===== src/rtl/prog_ram.sv =====
// prog_ram: 16x8 program RAM. A byte-stream loader fills it, then the CPU takes over.
// Optional LOAD_CHECKSUM_EN: a trailing checksum byte gates the hand-off (adds CHECK/ERR).
module prog_ram (
    input  logic       clk,
    input  logic       reset,
    input  logic       ld_valid,
    input  logic [7:0] ld_data,
    input  logic       ld_last,
    output logic       ld_ready,
    input  logic [3:0] cpu_addr,
    input  logic       cpu_we,
    input  logic [7:0] cpu_wdata,
    output logic [7:0] cpu_rdata,
    output logic       start,
    output logic       load_done,
    output logic       load_err,
    output logic [4:0] ld_count
);

`ifdef LOAD_CHECKSUM_EN
    typedef enum logic [1:0] {LOAD, CHECK, RUN, ERR} state_t;
`else
    typedef enum logic [0:0] {LOAD, RUN} state_t;
`endif

    state_t     state_q;
    logic [7:0] mem_q [16];
    logic [3:0] wptr_q;
    logic [4:0] ld_count_q;
    logic       ld_ready_q;
    logic       start_q;
    logic       load_done_q;

    logic       accept;
    logic       load_end;
    logic       wr_en;
    logic [3:0] wr_addr;
    logic [7:0] wr_data;

    assign accept   = ld_valid & ld_ready_q;
    // The write to address 15 ends the load even without ld_last, so wptr never wraps.
    assign load_end = ld_last | (wptr_q == 4'hF);

`ifdef LOAD_CHECKSUM_EN
    logic [7:0] sum_q;
    logic       load_err_q;
    logic [7:0] chk_total;

    assign chk_total = sum_q + ld_data;
    assign load_err  = load_err_q;
`else
    assign load_err  = 1'b0;
`endif

    always_ff @(posedge clk) begin
        if (!reset) begin
            state_q     <= LOAD;
            wptr_q      <= 4'h0;
            ld_count_q  <= 5'd0;
            ld_ready_q  <= 1'b1;
            start_q     <= 1'b0;
            load_done_q <= 1'b0;
`ifdef LOAD_CHECKSUM_EN
            sum_q       <= 8'h00;
            load_err_q  <= 1'b0;
`endif
        end else begin
            case (state_q)
                LOAD: begin
                    if (accept) begin
                        if (wptr_q != 4'hF) wptr_q <= wptr_q + 4'd1;
                        if (ld_count_q != 5'd16) ld_count_q <= ld_count_q + 5'd1;
`ifdef LOAD_CHECKSUM_EN
                        sum_q <= sum_q + ld_data;
                        if (load_end) state_q <= CHECK;
`else
                        if (load_end) begin
                            state_q     <= RUN;
                            ld_ready_q  <= 1'b0;
                            start_q     <= 1'b1;
                            load_done_q <= 1'b1;
                        end
`endif
                    end
                end
`ifdef LOAD_CHECKSUM_EN
                CHECK: begin
                    if (accept) begin
                        ld_ready_q <= 1'b0;
                        if (chk_total == 8'h00) begin
                            state_q     <= RUN;
                            start_q     <= 1'b1;
                            load_done_q <= 1'b1;
                        end else begin
                            state_q    <= ERR;
                            load_err_q <= 1'b1;
                        end
                    end
                end
`endif
                default: ;  // RUN and ERR are held until reset
            endcase
        end
    end

    // Single write port: loader in LOAD, CPU in RUN; the checksum byte is never stored.
    always_comb begin
        wr_en   = 1'b0;
        wr_addr = wptr_q;
        wr_data = ld_data;
        if (state_q == LOAD) begin
            wr_en = accept;
        end else if ((state_q == RUN) && cpu_we) begin
            wr_en   = 1'b1;
            wr_addr = cpu_addr;
            wr_data = cpu_wdata;
        end
    end

    always_ff @(posedge clk) begin
        if (!reset) begin
            for (int i = 0; i < 16; i++) mem_q[i] <= 8'h00;
        end else if (wr_en) begin
            mem_q[wr_addr] <= wr_data;
        end
    end

    assign cpu_rdata = mem_q[cpu_addr];
    assign ld_ready  = ld_ready_q;
    assign start     = start_q;
    assign load_done = load_done_q;
    assign ld_count  = ld_count_q;

endmodule


===== config.mk =====
export PLATFORM = sky130hd
export DESIGN_NAME = prog_ram
export DESIGN_NICKNAME = d
export VERILOG_FILES = /design/src/rtl/prog_ram.sv
export SDC_FILE = /design/constraint.sdc
export NUM_CORES = 1
export LEC_CHECK = 0
export CORE_ASPECT_RATIO = 1.4
export CORE_MARGIN = 5
export CORE_UTILIZATION = 45
export DETAILED_ROUTE_END_ITERATION = 6
export GPL_TIMING_DRIVEN = 0
export MAX_ROUTING_LAYER = met4
export PLACE_DENSITY = 0.73
export SLEW_MARGIN = 20
export SYNTH_ARGS = -nofsm -noshare
export SYNTH_HDL_FRONTEND = slang
export SYNTH_SLANG_ARGS = --single-unit

===== constraint.sdc =====
create_clock -name clk -period 2.56 [get_ports clk]
set_clock_uncertainty 0.05 [all_clocks]
set_input_delay 0.512 -clock clk [delete_from_list [all_inputs] [get_ports clk]]
set_output_delay 0.512 -clock clk [all_outputs]
set_load 0.1 [all_outputs]

After elaboration in Yosys (flattened, before gate mapping):

Memory sizes are Yosys's and may differ from the RTL's.
Index checks and enable logic that the tools add are counted.

* flip-flop bits (word level): 12
* latch bits: 0
* memory bits (writable): 128
* bits in read-only memories: 0
* input port bits: 25
* logic and storage cells: 35
* memories: 1

Memories
* mem_q: depth 16, bits a word 8, read ports 1, clocked after memory_dff 0, wr ports 16, line 27 `logic [7:0] mem_q [16];`

* $add $sub $neg: 2
* multipliers: 0
* divide/modulo/power cells: 0
* $lt $le $gt $ge: 0
* equal/unequal tests: 3
* shifts and indexed selects: 0
* multiplexer cells: 16
* bitwise logic cells: 3
* reductions and logical operators: 5

Operators with widths (count)
* $mux W8: 3
* $mux W4: 3
* $mux W1: 10
* $reduce_and A3 Y1: 3
* $reduce_or A8 Y1: 1
* $add A5 B1 Y5 const B: 1
* $ne A5 B5 Y1 const B: 1
* $add A4 B1 Y4 const B: 1
* $eq A4 B4 Y1 const B: 1
* $ne A4 B4 Y1 const B: 1
* $and A1 B1 Y1: 1
* $logic_and A1 B1 Y1: 1
* $not A1 Y1: 1
* $or A1 B1 Y1: 1

Depth between registers and ports, before layout:

Gate-level depths: netlist (run 1).

* depth in word-level cells: 8
* gate-level depth with buffers: 7

Worst setup path before layout (run 1):

No wires, ideal clock.

* path kind: input to output
* start point: in cpu_addr[2]
* end point: out cpu_rdata[6]
* arrival time: 3.459 ns
* slack: -1.461 ns
* stages on the path: 6
* buffers on the path: 2
* cells stage by stage: buf_4 > buf_2 > nor2_1 > nand2_1 > o211ai_1 > o32ai_1

* word-level cells in the longest chain between the ends: 1

Ends and longest elaborated chain
* from (decl): line 10 `input logic [3:0] cpu_addr,`
* $mem_v2 Z16 W8
* to (decl): line 13 `output logic [7:0] cpu_rdata,`

No other way between the ends.

Worst setup path in the final report (run 1):

* start point: in cpu_addr[0]
* end point: out cpu_rdata[4]

The elaborated chain is that of the path after synthesis.

==> flow_metrics.env, run 1 <==
export IMPL_cap_violations=0
export IMPL_max_vdd_ir_drop_uv=540
export IMPL_grtUsageTotal_pct=21.2
export IMPL_clockRootBuffer="clkbuf_16"
export IMPL_overflow=0
export IMPL_diodes=0
export IMPL_criticalPathCategory="primary input to output pin"
export IMPL_layout_min_cycle_time_ns=2.56
export IMPL_cts_tree="built"
export IMPL_syn_inst=519
export IMPL_rsz0062_at_grt="yes"
export IMPL_worstSetupStartpoint="cpu_addr[0]"
export IMPL_syn_area_mm2=0.00670
export IMPL_gp_congestion=0.890
export IMPL_syn2layout_area_growth_pct=26.9
export IMPL_synth_avg_cell_area_um2=12.9
export IMPL_worstPathArrival_ns=2.00
export IMPL_clk_latency_ns=0.42
export IMPL_final_antenna_net_count=0
export IMPL_grt_pass1_wl_um=26800
export IMPL_synth_seq_area_share_pct=61.0
export IMPL_fin_nets=618
export IMPL_drc=0
export IMPL_fp_coreArea_mm2=0.0146
export IMPL_finalMaxSlewViolations=0
export IMPL_r2r_start="state_q"
export IMPL_floorplan_initialDensity_pct=46.0
export IMPL_final_setup_viol_count=0
export IMPL_endpoint_kind="output pin"
export IMPL_die_area_mm2=0.0175
export IMPL_max_freq_mhz=391
export IMPL_synth_nets=547
export IMPL_cts_buffers=17
export IMPL_max_slew_margin_pct=35.1
export IMPL_grt_antenna_before_repair=0
export IMPL_crit_required_ns=2.00
export IMPL_num_vias=4598
export IMPL_grt_max_degree=17
export IMPL_status="completed"
export IMPL_io_pins=42
export IMPL_h_tree_depth=4
export IMPL_setup_worst_path_start_class="primary input"
export IMPL_final_hold_viol_count=0
export IMPL_die_w_um=113
export IMPL_fin_util_pct=58.3
export IMPL_grt_pass1_vias=4636
export IMPL_dpl_instance_area_mm2=0.00737
export IMPL_whs_ns=0.450
export IMPL_viasPerCell=5.81
export IMPL_ys_seq_elements=140
export IMPL_hold_path_class="flip-flop to flip-flop"
export IMPL_post_route_cell_area_mm2=0.00850
export IMPL_numPortBuffers=39
export IMPL_drt_first_pass_iters=5
export IMPL_drt_wl_total_um=17700
export IMPL_p_per_area_mw_per_mm2=720
export IMPL_fin_crit_sh_pct=99.9
export IMPL_drtIter0Drc=442
export IMPL_synthArstFlopShare_pct=0
export IMPL_wl_per_cell_um=22.3
export IMPL_clk_pin_slew_ns=0.06
export IMPL_cp_max_fo=10
export IMPL_worst_pin_slew_ns=0.971
export IMPL_cts_sinks=140
export IMPL_power_leakage_nw=3.14
export IMPL_yosys_warnings=0
export IMPL_cts_buffer_depth=2
export IMPL_dp_hpwl_um=12100
export IMPL_hp_start="load_done"
export IMPL_ctsHoldBuffers=0
export IMPL_synth_cell_types=54
export IMPL_fp_dieH_um=154
export IMPL_fp_row_count=52
export IMPL_synth_enable_flop_cells=128
export IMPL_synthFlopType="edfxtp_1"
export IMPL_drive_above_1_share_pct=29.4
[Yosys cell counts (6+ instances only)]
cell	count	share of area, %
nor2_1	130	7.3
edfxtp_1	128	57
nand2_1	25	1.4
nand3_2	16	2.4
mux2_2	15	2.5
mux2i_1	15	2.2
nor2b_1	15	1.4
buf_2	13	0.97
a211oi_1	12	1.3
dfxtp_1	12	3.6
nand2b_1	11	1.0
mux4_2	9	3.0
clkbuf_1	8	0.45
mux2i_2	8	1.6
buf_4	7	0.78
a21oi_1	6	0.45
and2_1	6	0.56
o21ai_2	6	0.78
xnor2_1	6	0.78
[final cells by class]
class                           count  area [um2]
Clock buffer                       18         429
Fill cell                        1158        6070
Buffer                             33         297
Sequential cell                   140        4080
Inverter                            4        15.0
Timing Repair Buffer               53         594
Tap cell                          189         236
Clock inverter                     14         191
Multi-Input combinational cell    341        2650
[layer usage]
metal,vias up,track usage (%),part of all wire [%]
li1,2038,-,-
met5,-,-,0
met2,244,36.4,54
met3,45,3.44,6.1
met1,2271,23.5,35
met4,0,11.5,5.1
[power by group]
part | total (mW) | switching, mW | internal (mW)
Sequential | 2.63 | 0.0396 | 2.59
Combinational | 0.904 | 0.573 | 0.332
Clock | 2.59 | 0.958 | 1.63
[registers in the layout (all words and copies together) (netlist names)]
| signal | count |
|---|---|
| ld_count | 5 |
| ld_ready | 1 |
| load_done | 1 |
| mem_q | 128 |
| state_q | 1 |
| wptr_q | 4 |
[through the flow]
step | total power [mW] | std cells | setup slack, ns | TNS [ns]
floorplan | 3.20 | 519 | -0.0314 | -0.0456
global placement | 3.42 | 747 | -1.83 | -46.58
detailed placement | 3.44 | 747 | -1.83 | -52.59
CTS | 6.11 | 791 | -0.0310 | -0.0310
global route | 6.27 | 792 | -0.0603 | -0.111
finish | 6.12 | 792 | 0.00229 | 0
[placed cells by master, fill, tap and decap left out, drive strengths merged, types with 12 or more instances in the layout]
| cell type | Yosys | layout |
|---|---|---|
| a211oi | 12 | 12 |
| buf | 26 | 50 |
| clkbuf | 8 | 26 |
| clkdlybuf4s50 | 0 | 22 |
| dfxtp | 12 | 12 |
| edfxtp | 128 | 128 |
| mux2 | 15 | 15 |
| mux2i | 23 | 23 |
| mux4 | 12 | 12 |
| nand2 | 25 | 25 |
| nand3 | 17 | 17 |
| nor2 | 130 | 130 |
| nor2b | 15 | 15 |
[critical path, cell delays in order]
cell,delay (ns)
buf_8,0.11
buf_6,0.14
buf_8,0.16
mux2i_2,0.18
a221oi_4,0.30
buf_4,0.17
nor3_4,0.04
a21oi_4,0.16
buf_12,0.20
[repair_timing]
item	4_1_cts	5_1_grt
buffers inserted	13	1
cloned	0	0
endpoints found under the hold margin	0	0
setup endpoints to repair	11	10
gates resized for setup	148	9
pin swaps	7	5
[worst paths after layout]
check,to,slack [ns],depth (start not counted)
worst max register to register,mem_q[15][4],0.35,5
worst min register to register,load_done,0.45,1
worst min-delay path,load_done,0.45,1
worst max-delay path,cpu_rdata[4],0.002,9
[kinds of logic (layout without fill, tap and decap cells)]
family                     after synthesis  in the layout  share of synthesized area, %
buffers and inverters                   38            122                          3.57
xor gates and xnor gates                 7              7                         0.915
AOI/OAI and AO/OA                       57             57                          6.89
other                                    1              1                        0.0560
DFF                                    140            140                          61.0
and+or+nand+nor                        223            223                          16.4
muxes                                   50             50                          10.6
adders and majority gates                3              3                         0.560
Power figures use the tool's default switching activity.
==> inputs of run 2 (changes only) <==
==> constraint.sdc (replaced) <==
create_clock -name clk -period 3.2 [get_ports clk]
set_clock_uncertainty 0.05 [all_clocks]
set_input_delay 0.64 -clock clk [delete_from_list [all_inputs] [get_ports clk]]
set_output_delay 0.64 -clock clk [all_outputs]
set_load 0.1 [all_outputs]
==> run 2 against run 1 <==
Net effect: count of clock-buffer cells in the layout is 1 lower; first-iteration DRC count down 23%; global-route usage down 0.32 points; die area unchanged; critical path type unchanged; largest cell class unchanged; highest routed layer unchanged.
==> flow_metrics.env, run 2 (synthesis results as in run 1) <==
export IMPL_status="completed"
export IMPL_ctsHoldBuffers=0
export IMPL_finalMaxSlewViolations=0
export IMPL_cpLargestDelayFamily="buffers and inverters"
export IMPL_gp_congestion=0.959
export IMPL_p_per_area_mw_per_mm2=589
export IMPL_layout_min_cycle_time_ns=3.15
export IMPL_route_top_layer_used="met4"
export IMPL_floorplan_initialDensity_pct=46.0
export IMPL_endpoint_kind="output pin"
export IMPL_cts_tree="built"
export IMPL_num_vias=4494
export IMPL_grtUsageTotal_pct=20.9
export IMPL_drt_met1_wl_um=5960
export IMPL_drt_first_pass_iters=5
export IMPL_final_common_cell="nor2_1"
export IMPL_fp_coreArea_mm2=0.0146
export IMPL_setup_tns_ns=0
export IMPL_cpMaxStageDelayCell="clkdlybuf4s50_1"
export IMPL_worstPathArrival_ns=2.46
export IMPL_rsz0062_at_grt="yes"
export IMPL_final_antenna_net_count=0
export IMPL_overflow=0
export IMPL_setup_worst_path_start_class="primary input"
export IMPL_crit_required_ns=2.51
export IMPL_final_setup_viol_count=0
export IMPL_clk_latency_ns=0.43
export IMPL_syn2layout_area_growth_pct=21.1
export IMPL_worst_pin_slew_ns=0.979
export IMPL_max_freq_mhz=317
export IMPL_wl_per_cell_um=21.9
export IMPL_fin_util_pct=55.6
export IMPL_die_w_um=113
export IMPL_cts_buffers=17
export IMPL_fp_dieH_um=154
export IMPL_post_route_cell_area_mm2=0.00811
export IMPL_clockRootBuffer="clkbuf_16"
export IMPL_fp_row_count=52
export IMPL_met2WireLength_um=8990
export IMPL_whs_ns=0.451
export IMPL_drtIter0Drc=340
export IMPL_hold_path_class="flip-flop to flip-flop"
export IMPL_max_vdd_ir_drop_uv=398
export IMPL_met3WireLength_um=1220
export IMPL_drive_above_1_share_pct=24.3
export IMPL_diodes=0
export IMPL_largest_reg_flops=128
export IMPL_clk_pin_slew_ns=0.06
export IMPL_fin_nets=607
export IMPL_viasPerCell=5.75
export IMPL_io_pins=42
export IMPL_dpl_instance_area_mm2=0.00734
export IMPL_largest_register="mem_q"
export IMPL_grt_pass1_wl_um=26300
export IMPL_grt_pass1_vias=4659
export IMPL_grt_max_degree=17
export IMPL_grt_antenna_before_repair=0
export IMPL_layout_common_cells="nor2_1, edfxtp_1, clkdlybuf4s50_1"
export IMPL_critPathMaxStageDelay_ns=0.46
export IMPL_drt_wl_total_um=17100
export IMPL_cap_violations=0
export IMPL_final_hold_viol_count=0
export IMPL_cp_max_fo=10
export IMPL_numPortBuffers=39
export IMPL_path_cells="clkdlybuf4s50_1 -> buf_6 -> nand2_2 -> o22ai_1 -> a2111oi_2 -> a31o_1 -> buf_8"
export IMPL_drc=0
export IMPL_crit_buf_inv=3
export IMPL_cts_buffer_depth=2
export IMPL_max_slew_margin_pct=34.5
export IMPL_cts_sinks=140
export IMPL_die_area_mm2=0.0175
export IMPL_fin_crit_sh_pct=98.6
export IMPL_power_leakage_nw=2.98
export IMPL_dp_hpwl_um=12200
export IMPL_criticalPathCategory="primary input to output pin"
export IMPL_total_power_mw=4.78
export IMPL_h_tree_depth=4
## run 2: cell count changes in the layout (fill, tap and decap cells not counted), moves of 5 or more
cell | before | now
buf_12 | 12 | 3
a31o_1 | 0 | 5
buf_4 | 18 | 12
clkdlybuf4s50_1 | 22 | 28
## run 2: final cells by class
cell class	count	area, um2
multi-input combinational	341	2470
clock inverter	15	179
inverter	4	15.0
fill	1204	6460
timing repair buffer	43	439
buffer	32	260
sequential	140	4080
tap	189	236
clock buffer	17	425
## run 2: worst paths after layout
path | start | to | slack, ns | cells after the start
min | load_done | load_done | 0.45 | 1
min reg2reg | load_done | load_done | 0.45 | 1
max | cpu_addr[1] | cpu_rdata[7] | 0.05 | 7
max reg2reg | state_q | mem_q[10][3] | 0.97 | 5
## run 2: timing repair
| action | CTS | global route |
|---|---|---|
| setup buffers | 3 | 0 |
| setup endpoints to repair | 8 | 7 |
| gates resized for setup | 86 | 16 |
| cloned | 1 | 0 |
| pin swaps | 2 | 2 |
## run 2: layer usage
layer | vias to the layer above | GRT usage (%)
met5 | - | -
li1 | 2025 | -
met3 | 48 | 4.65
met2 | 229 | 35.3
met1 | 2192 | 22.3
met4 | 0 | 12.5
## run 2: where the power goes
part	internal, mW	total [mW]	switching [mW]
registers	2.07	2.10	0.0312
logic	0.216	0.644	0.428
clock network	1.29	2.03	0.749
## run 2: metrics by stage
step                      setup slack [ns]  std cells
final                               0.0463        781
after global routing               0.00289        781
after detailed placement             -1.34        747
after CTS                          0.00553        781
after floorplan                    -0.0719        519
after global placement               -1.29        747
